## src/rtl/program_loader.sv

```systemverilog
// program_loader: streams a source into instruction/data RAMs, then releases the core from reset
module program_loader (
  input  logic        clk,
  input  logic        rst,
  input  logic        start,
  input  logic [11:0] im_words,
  input  logic [11:0] dm_words,
  input  logic        s_valid,
  input  logic [31:0] s_data,
  output logic        s_ready,
  output logic        im_cen,
  output logic        im_wen,
  output logic        im_oen,
  output logic [10:0] im_addr,
  output logic [31:0] im_datain,
  output logic        dm_cen,
  output logic        dm_wen,
  output logic        dm_oen,
  output logic [10:0] dm_addr,
  output logic [31:0] dm_datain,
  output logic        loading,
  output logic        core_rst_n,
  output logic        busy,
  output logic        done
);
  typedef enum logic [2:0] {IDLE, LOAD_IM, LOAD_DM, RELEASE, RUN} state_t;
  state_t state;
  logic [11:0] im_eff, dm_eff, im_cnt, dm_cnt, cnt;
  logic last, im_wr, dm_wr;
  assign im_eff = im_words > 12'd2048 ? 12'd2048 : im_words;
  assign dm_eff = dm_words > 12'd2048 ? 12'd2048 : dm_words;
  assign last = cnt == (state == LOAD_IM ? im_cnt : dm_cnt) - 12'd1;
  always_ff @(posedge clk) begin
    if (rst) begin
      state <= IDLE;
      cnt <= '0;
      im_cnt <= '0;
      dm_cnt <= '0;
      done <= 1'b0;
    end else begin
      done <= state == RELEASE;
      case (state)
        IDLE, RUN: if (start) begin
          im_cnt <= im_eff;
          dm_cnt <= dm_eff;
          cnt <= '0;
          state <= im_eff != 0 ? LOAD_IM : dm_eff != 0 ? LOAD_DM : RELEASE;
        end
        LOAD_IM: if (s_valid) begin
          cnt <= last ? 12'd0 : cnt + 12'd1;
          if (last) state <= dm_cnt != 0 ? LOAD_DM : RELEASE;
        end
        LOAD_DM: if (s_valid) begin
          cnt <= last ? 12'd0 : cnt + 12'd1;
          if (last) state <= RELEASE;
        end
        RELEASE: state <= RUN;
        default: state <= IDLE;
      endcase
    end
  end
  // a reset cycle never writes, even when the old state was a load state
  assign im_wr = state == LOAD_IM && s_valid && !rst;
  assign dm_wr = state == LOAD_DM && s_valid && !rst;
  assign s_ready = state == LOAD_IM || state == LOAD_DM;
  assign busy = s_ready || state == RELEASE;
  assign core_rst_n = state == RUN;
  assign loading = state != RUN;
  assign im_cen = !im_wr;
  assign im_wen = !im_wr;
  assign im_oen = 1'b1;
  assign im_addr = im_wr ? cnt[10:0] : 11'd0;
  assign im_datain = im_wr ? s_data : 32'd0;
  assign dm_cen = !dm_wr;
  assign dm_wen = !dm_wr;
  assign dm_oen = 1'b1;
  assign dm_addr = dm_wr ? cnt[10:0] : 11'd0;
  assign dm_datain = dm_wr ? s_data : 32'd0;
endmodule

```

## config.mk

```make
export PLATFORM = sky130hd
export DESIGN_NAME = program_loader
export DESIGN_NICKNAME = d
export VERILOG_FILES = /design/src/rtl/program_loader.sv
export SDC_FILE = /design/constraint.sdc
export NUM_CORES = 1
export LEC_CHECK = 0
export ABC_AREA = 1
export CAP_MARGIN = 10
export CORE_AREA = 2 2 91 93
export DETAILED_ROUTE_END_ITERATION = 7
export DIE_AREA = 0 0 93 95
export GPL_TIMING_DRIVEN = 0
export HOLD_SLACK_MARGIN = 0.1
export PLACE_DENSITY_LB_ADDON = 0.08
export SLEW_MARGIN = 20
export SYNTH_ARGS = -nofsm -noshare
export SYNTH_HDL_FRONTEND = slang
export SYNTH_SLANG_ARGS = --single-unit
```

## constraint.sdc

```tcl
create_clock -name clk -period 3.15 [get_ports clk]
set_input_delay 0.315 -clock clk [delete_from_list [all_inputs] [get_ports clk]]
set_output_delay 0.315 -clock clk [all_outputs]
set_load 0.05 [all_outputs]
```

==> key figures, run 1 <==
Global routing
  – Gr ovfl total: 0
  – Largest net degree at the start of global routing: 13
  – Vias in the first global route: 3584
  – Total GRT Usage: 23.5%
  – Antenna violations before repair: 0
  – First-pass GRT wire length: 16.9 mm

Critical path
  – Reg2Reg Depth: 19
  – Slowest-stage cell, CP: clkdlybuf4s50_1
  – Arrival @ worst endpoint: 2680 ps
  – R2R Path Start: state[0]
  – Worst-path maximum fanout: 11
  – Worst path buffer plus inverter count: 5
  – Crit. End Element: output port
  – Worst setup SP type: register
  – Crit path cell chain: inv_2, buf_2, nor3_2, nand3_1, clkbuf_2, buf_4, clkdlybuf4s50_1
  – RR Endpoint: cnt[10]
  – Critical Path RT: 2830 ps
  – Critical Path End: dm_wen
  – Worst path top cell family by delay: buffers and inverters
  – Number of cells on the critical path: 7
  – Crit. Startpoint: state[1]
  – Worst R2R Setup Slack: 330 ps
  – Slowest stage delay, CP: 690 ps
  – Critical path class: reg -> out

Synth
  – Yosys top cell by area: dfxtp_1
  – Register area share after synthesis: 24.8%
  – Syn_area_per_cell: 5.98 um^2
  – Synth top area cells: dfxtp_1 (25%), nor2_1 (12%), nand2_1 (12%)
  – #FFs+latches synth: 40
  – YS warnings: 0
  – Mapped Cells: 540
  – Netlist Area Pre-Place: 3230 um^2
  – Synth top area share: 24.8%
  – Distinct cell type count after synthesis: 35

Clock network
  – Maximum clock insertion buffer count: 2
  – # H-tree levels: 2
  – Root Driver: clkbuf_8
  – Hold-fix buffers at CTS: 0
  – CTS tree: yes
  – CTS Sinks: 40
  – Clk_lat worst skew: 290 ps
  – Worst-path clk slew: 80 ps
  – Cts bufs inserted: 5

Timing
  – Slew at the pin with the worst max-slew slack: 563 ps
  – # setup viols final: 0
  – Final max-slew violation count: 0
  – Slew HR: 62.4%
  – Max Fclk: 334 MHz
  – Fin. Hold Viols: 0
  – Clock skew: 5.67 ps
  – Tmin final: 2990 ps
  – Period utilization: 95.0%

Pwr
  – Max VDD drop: 0.452 mV
  – Int Pwr: 1.54 mW
  – Clock power frac: 13.2%
  – Reg power frac: 20.0%
  – Tot Pwr: 3.20 mW
  – Net switching power: 1.66 mW
  – Switching power share of the total: 51.9%
  – Comb pwr share: 66.7%
  – PwrDens: 616 nW/um^2
  – Leak Pwr: 3.49 nW

Die
  – DIE AREA: 8840 um^2
  – Total core area: 7930 um^2
  – Die Width: 93 um
  – Initial core utilization: 40.7%
  – # IOs: 157
  – Row Count: 33
  – Die Span Y: 95 um

Route
  – Routed len/inst: 13.5 um
  – Antenna-violating nets left: 0
  – First-pass DRT Iterations: 5
  – Remaining DRCs: 0
  – Total number of vias: 3862
  – Initial DRC count: 206
  – Detailed Route WL: 10.9 mm
  – Via/cell ratio: 4.79

Job
  – Max-cap violations: 0

Finish
  – Syn-to-layout area delta: 60.8%
  – Non-Filler Instances: 807
  – Nets: 763
  – # diodes: 0
  – Final Cell Area: 5190 um^2
  – Layout cells sized above 1: 9.40%
  – Utilization after layout: 65.5%

Placed design
  – Routability congestion estimate: 0.867
  – IO Port Bufs: 153
  – HPWL Detailed: 9.02 mm
  – Post-Place Cells: 799
  – Area after DPL: 4900 um^2

Run status
  – Status: finished, final reports clean

Min path
  – Worst hold start: rst
  – HP Class: in -> reg
timing repair:
action,CTS,global route
gates resized for setup,3,77
hold endpoints to repair,0,0
setup buffers,0,0
setup endpoints to repair,3,76
pin swaps,0,0
how the worst min path moves through the flow:
| stage | end | slack (ps) | depth (start not counted) |
|---|---|---|---|
| floorplan | im_cnt[9] | 440 | 2 |
| global placement | im_cnt[10] | 460 | 2 |
| detailed placement | im_cnt[10] | 460 | 2 |
| CTS | dm_cnt[11] | 250 | 2 |
| global route | im_cnt[9] | 240 | 2 |
| finish | dm_cnt[11] | 250 | 2 |
kinds of logic after synthesis:
kind of cell,Yosys count,share of synthesized area [%]
AO/OA/AOI/OAI,49,8.83
XOR/XNOR,13,3.53
adder cells (fa/ha/maj),2,0.775
buffers and inverters,113,14.9
flip-flops,40,24.8
other,1,0.116
AND/OR/NAND/NOR,322,47.0
cell usage in the layout (no fill, tap or decap), types with 2 or more instances in the layout:
cell and n:
a211oi_1 10, a21oi_1 30, buf_4 4, buf_6 2, clkbuf_1 12, clkbuf_2 2
clkbuf_8 6, clkdlybuf4s50_1 76, conb_1 2, dfxtp_1 40, dlygate4sd2_1 2, dlymetal6s2s_1 75
ha_1 2, inv_1 83, inv_2 7, nand2_1 101, nand2_2 5, nand2_4 6
nand3_1 49, nand3_2 3, nand3b_1 3, nand4_1 10, nor2_1 106, nor2_2 17
nor2_4 4, nor3_1 8, nor4_1 5, o21ai_0 4, o21ai_1 3, or2_2 2
xor2_1 13
layer usage:
metal  vias to the layer above  share of wire (%)  GRT usage, %  wire length (um)
met1                      1759                 44          31.4              4780
li1                       2001                  -             -                 -
met3                        12                3.8          3.99               413
met4                         0               0.95          3.43               103
met2                        90                 51          40.9              5580
met5                         -                  0             0                 0
power by group through the flow:
stage	combinational (mW)	clock, mW	sequential (mW)
floorplan	1.61	0	0.643
global route	2.35	0.449	0.650
global placement	2.07	0	0.649
detailed placement	2.12	0	0.652
CTS	2.13	0.425	0.641
finish	2.13	0.424	0.641
worst reg2reg max path: stages, from the launching register on:
cell and delay, ps:
dfxtp_1 330, buf_6 150, inv_2 50, nor2_2 260
nand3_1 140, nand2_1 170, ha_1 220, nand3_1 180
nor2_2 240, nor2_2 60, nor2_2 70, nand2_1 60
nor2_2 90, nand2_1 70, nor2_2 90, nand3_2 140
nand2_4 150, nand2_4 70, nand2_8 130, nor2_1 50
cell type report:
type / count / area [um^2]
Fill cell: 732 / 2740
Multi-Input combinational cell: 388 / 1950
Timing Repair Buffer: 153 / 1720
Sequential cell: 40 / 801
Inverter: 91 / 342
Buffer: 22 / 143
Tap cell: 105 / 131
Clock buffer: 6 / 72.6
Clock inverter: 2 / 35.0
synthesized netlist by cell type, drive strengths merged:
cell type / n
a211oi: 10
a21oi: 31
buf: 8
clkbuf: 14
clkinv: 1
conb: 1
dfxtp: 40
ha: 2
inv: 90
nand2: 113
nand3: 53
nand3b: 3
nand4: 10
nor2: 127
nor3: 9
nor4: 5
o21ai: 7
o41ai: 1
or2: 2
xor2: 13
through the flow:
step                      hold slack, ps  TNS [ps]  worst slack, ps
after floorplan                      435         0              602
after CTS                            246         0             4.14
final                                248         0              158
after global routing                 244     -12.7            -12.7
after global placement               456         0              316
after detailed placement             459         0              268
state kept, by name (all words and copies together) (netlist names):
name    count
cnt        12
dm_cnt     12
im_cnt     12
state       3
done        1
Note: power is estimated with default switching activity, not from simulation.
==> inputs of run 2 (changes only) <==
Settings changed: CAP_MARGIN 10 to default, GPL_TIMING_DRIVEN 0 to default.
==> key figures, run 2 (synthesis results as in run 1) <==
Timing
  – Final setup TNS: 0 ps (unchanged)
  – Slew at the pin with the worst max-slew slack: 513 ps (-49.3 ps)
  – RSZ-0062 raised after global routing: no
  – Max Fclk: 355 MHz (+6.3%)
  – Fin. Hold Viols: 0 (unchanged)
  – Tmin final: 2810 ps (-177 ps)
  – Slew HR: 65.7% (+3.2 points)
  – # setup viols final: 0 (unchanged)
  – Clock skew: 5.73 ps (+0.0605 ps)
  – Period utilization: 89.4% (-5.6 points)
  – Final max-slew violation count: 0 (unchanged)

Clock network
  – # H-tree levels: 2 (unchanged)
  – Worst-path clk slew: 80 ps (about the same)
  – # resized after CTS: 0 (-3)
  – Clk_lat worst skew: 290 ps (about the same)
  – Maximum clock insertion buffer count: 2 (unchanged)
  – CTS Sinks: 40 (unchanged)
  – CTS tree: yes
  – Postcts setup bufs: 0 (unchanged)
  – Root Driver: clkbuf_8
  – Cts bufs inserted: 5 (unchanged)
  – Hold-fix buffers at CTS: 0 (unchanged)

Route
  – Remaining DRCs: 0 (unchanged)
  – Via/cell ratio: 4.74 (-0.99%)
  – First-pass DRT Iterations: 4 (-1)
  – Antenna-violating nets left: 0 (unchanged)
  – Detailed Route WL: 10.3 mm (-5.0%)
  – Total number of vias: 3748 (-3.0%)
  – Initial DRC count: 133 (-35%)
  – Routed len/inst: 13.1 um (-3.0%)

Critical path
  – Critical Path RT: 3330 ps (+500 ps)
  – R2R Path Start: state[0]
  – Worst-path maximum fanout: 22 (+11)
  – Worst setup SP type: register
  – Arrival @ worst endpoint: 2990 ps (+310 ps)
  – Reg2Reg Depth: 16 (-3)
  – RR Endpoint: cnt[10]
  – Worst R2R Setup Slack: 340 ps (about the same)
  – Critical path class: reg -> reg
  – Crit. End Element: register

Finish
  – # diodes: 0 (unchanged)
  – Largest regs: cnt: 12 flops, dm_cnt: 12 flops, im_cnt: 12 flops
  – Layout cells sized above 1: 21.9% (+12 points)
  – Area taken by multi-input logic gates: 1950 um^2 (unchanged)
  – Commonest non-fill, non-tap cell in the layout: nor2_1
  – Fillers: 766 (+4.6%)
  – Syn-to-layout area delta: 56.7%
  – Most frequent cells in the layout: nor2_1 (106), nand2_1 (101), inv_1 (83)
  – Nets: 747 (-2.1%)
  – Register area: 801 um^2 (unchanged)
  – Final Cell Area: 5060 um^2 (-2.5%)

Min path
  – Hold Path Sink: dm_cnt[5]
  – Worst hold start: dm_cnt[5]
  – WHS Path Cells: 2 (unchanged)
  – HP Class: reg -> reg

Global routing
  – Gr ovfl total: 0 (unchanged)
  – Largest net degree at the start of global routing: 46 (+33)
  – Vias in the first global route: 3518 (-1.8%)
  – Total GRT Usage: 22.6% (-0.94 points)
  – First-pass GRT wire length: 16.2 mm (-4.1%)
  – Antenna violations before repair: 0 (unchanged)

Pwr
  – Reg power frac: 21.0% (+1.0 points)
  – Comb pwr share: 66.0% (-0.7 points)
  – PwrDens: 620 nW/um^2 (+0.69%)
  – Clock power frac: 13.0% (-0.2 points)
  – Int Pwr: 1.51 mW (-2.1%)
  – Max VDD drop: 0.490 mV (+8.4%)
  – Tot Pwr: 3.14 mW (-1.8%)
  – Net switching power: 1.63 mW (-1.6%)
  – Leak Pwr: 2.34 nW (-33%)
  – Switching power share of the total: 52.0% (+0.12 points)

Run status
  – Status: finished, final reports clean

Placed design
  – Routability congestion estimate: 0.942 (+8.6%)
  – HPWL Detailed: 8.51 mm (-5.6%)
  – IO Port Bufs: 154 (+0.65%)
  – Area after DPL: 4950 um^2 (+1.2%)

Die
  – # IOs: 157 (unchanged)
  – Die Span Y: 95 um (unchanged)
  – Die Width: 93 um (unchanged)
  – DIE AREA: 8840 um^2 (unchanged)
  – Total core area: 7930 um^2 (unchanged)
  – Row Count: 33 (unchanged)
  – Initial core utilization: 40.7% (unchanged)

Job
  – Max-cap violations: 0 (unchanged)
-- run 2: cell count changes in the layout (fill, tap and decap cells not counted), sizes merged --
cell           previous run  this run
clkdlybuf4s50            76        64
dlymetal6s2s             75         0
dlygate4sd2               2         0
buf                       8        95
clkbuf                   20         6
-- run 2: critical path, stage by stage (launching register included) --
cell and delay, ps:
dfxtp_1 600, nand3_4 310, o21ai_1 300, ha_1 220, nand3_1 160, nor2_2 200, nor2_2 50, nor2_2 70
nand2_1 60, nor2_2 70, nand2_1 60, nor2_2 80, nand3_2 120, nand2_4 140, nand2_4 80, nand2_8 120
nor2_1 60
-- run 2: layout make-up --
class	instances	area share, %
Clock buffer	6	1.43
Clock inverter	2	0.692
Inverter	91	6.75
Multi-Input combinational cell	388	38.5
Sequential cell	40	15.8
Tap cell	105	2.60
Timing Repair Buffer	159	34.2
-- run 2: per-layer routing --
metal | track usage (%) | vias to the layer above | wire, um
met4 | 3.80 | 0 | 99
li1 | - | 1965 | -
met5 | 0 | - | 0
met1 | 29.5 | 1682 | 4670
met3 | 3.59 | 10 | 499
met2 | 40.0 | 91 | 5070
-- run 2: power by group through the flow --
stage	Combinational [mW]	Sequential, mW	Clock [mW]
finish	2.07	0.659	0.408
detailed placement	2.06	0.670	0
global placement	2.03	0.667	0
CTS	2.07	0.658	0.417
floorplan	1.61	0.643	0
global route	2.30	0.670	0.437
-- run 2: how the worst max path moves through the flow --
stage                    end  startpoint  cells past startpoint
2_1_floorplan  dm_datain[22]    state[1]                      6
3_3_place_gp         cnt[10]    state[0]                     16
3_5_place_dp         cnt[10]    state[0]                     16
4_1_cts              cnt[10]    state[0]                     16
5_1_grt              cnt[10]    state[0]                     18
6_report             cnt[10]    state[0]                     16
-- run 2: per-stage QoR --
step	hold slack [ps]	setup WS, ps	cells	utilization [%]
5_1_grt	498	22.0	791	63.8
4_1_cts	473	342	791	63.8
2_1_floorplan	435	602	541	-
3_5_place_dp	462	358	783	62.5
3_3_place_gp	452	435	783	62.5
6_report	465	335	791	63.8
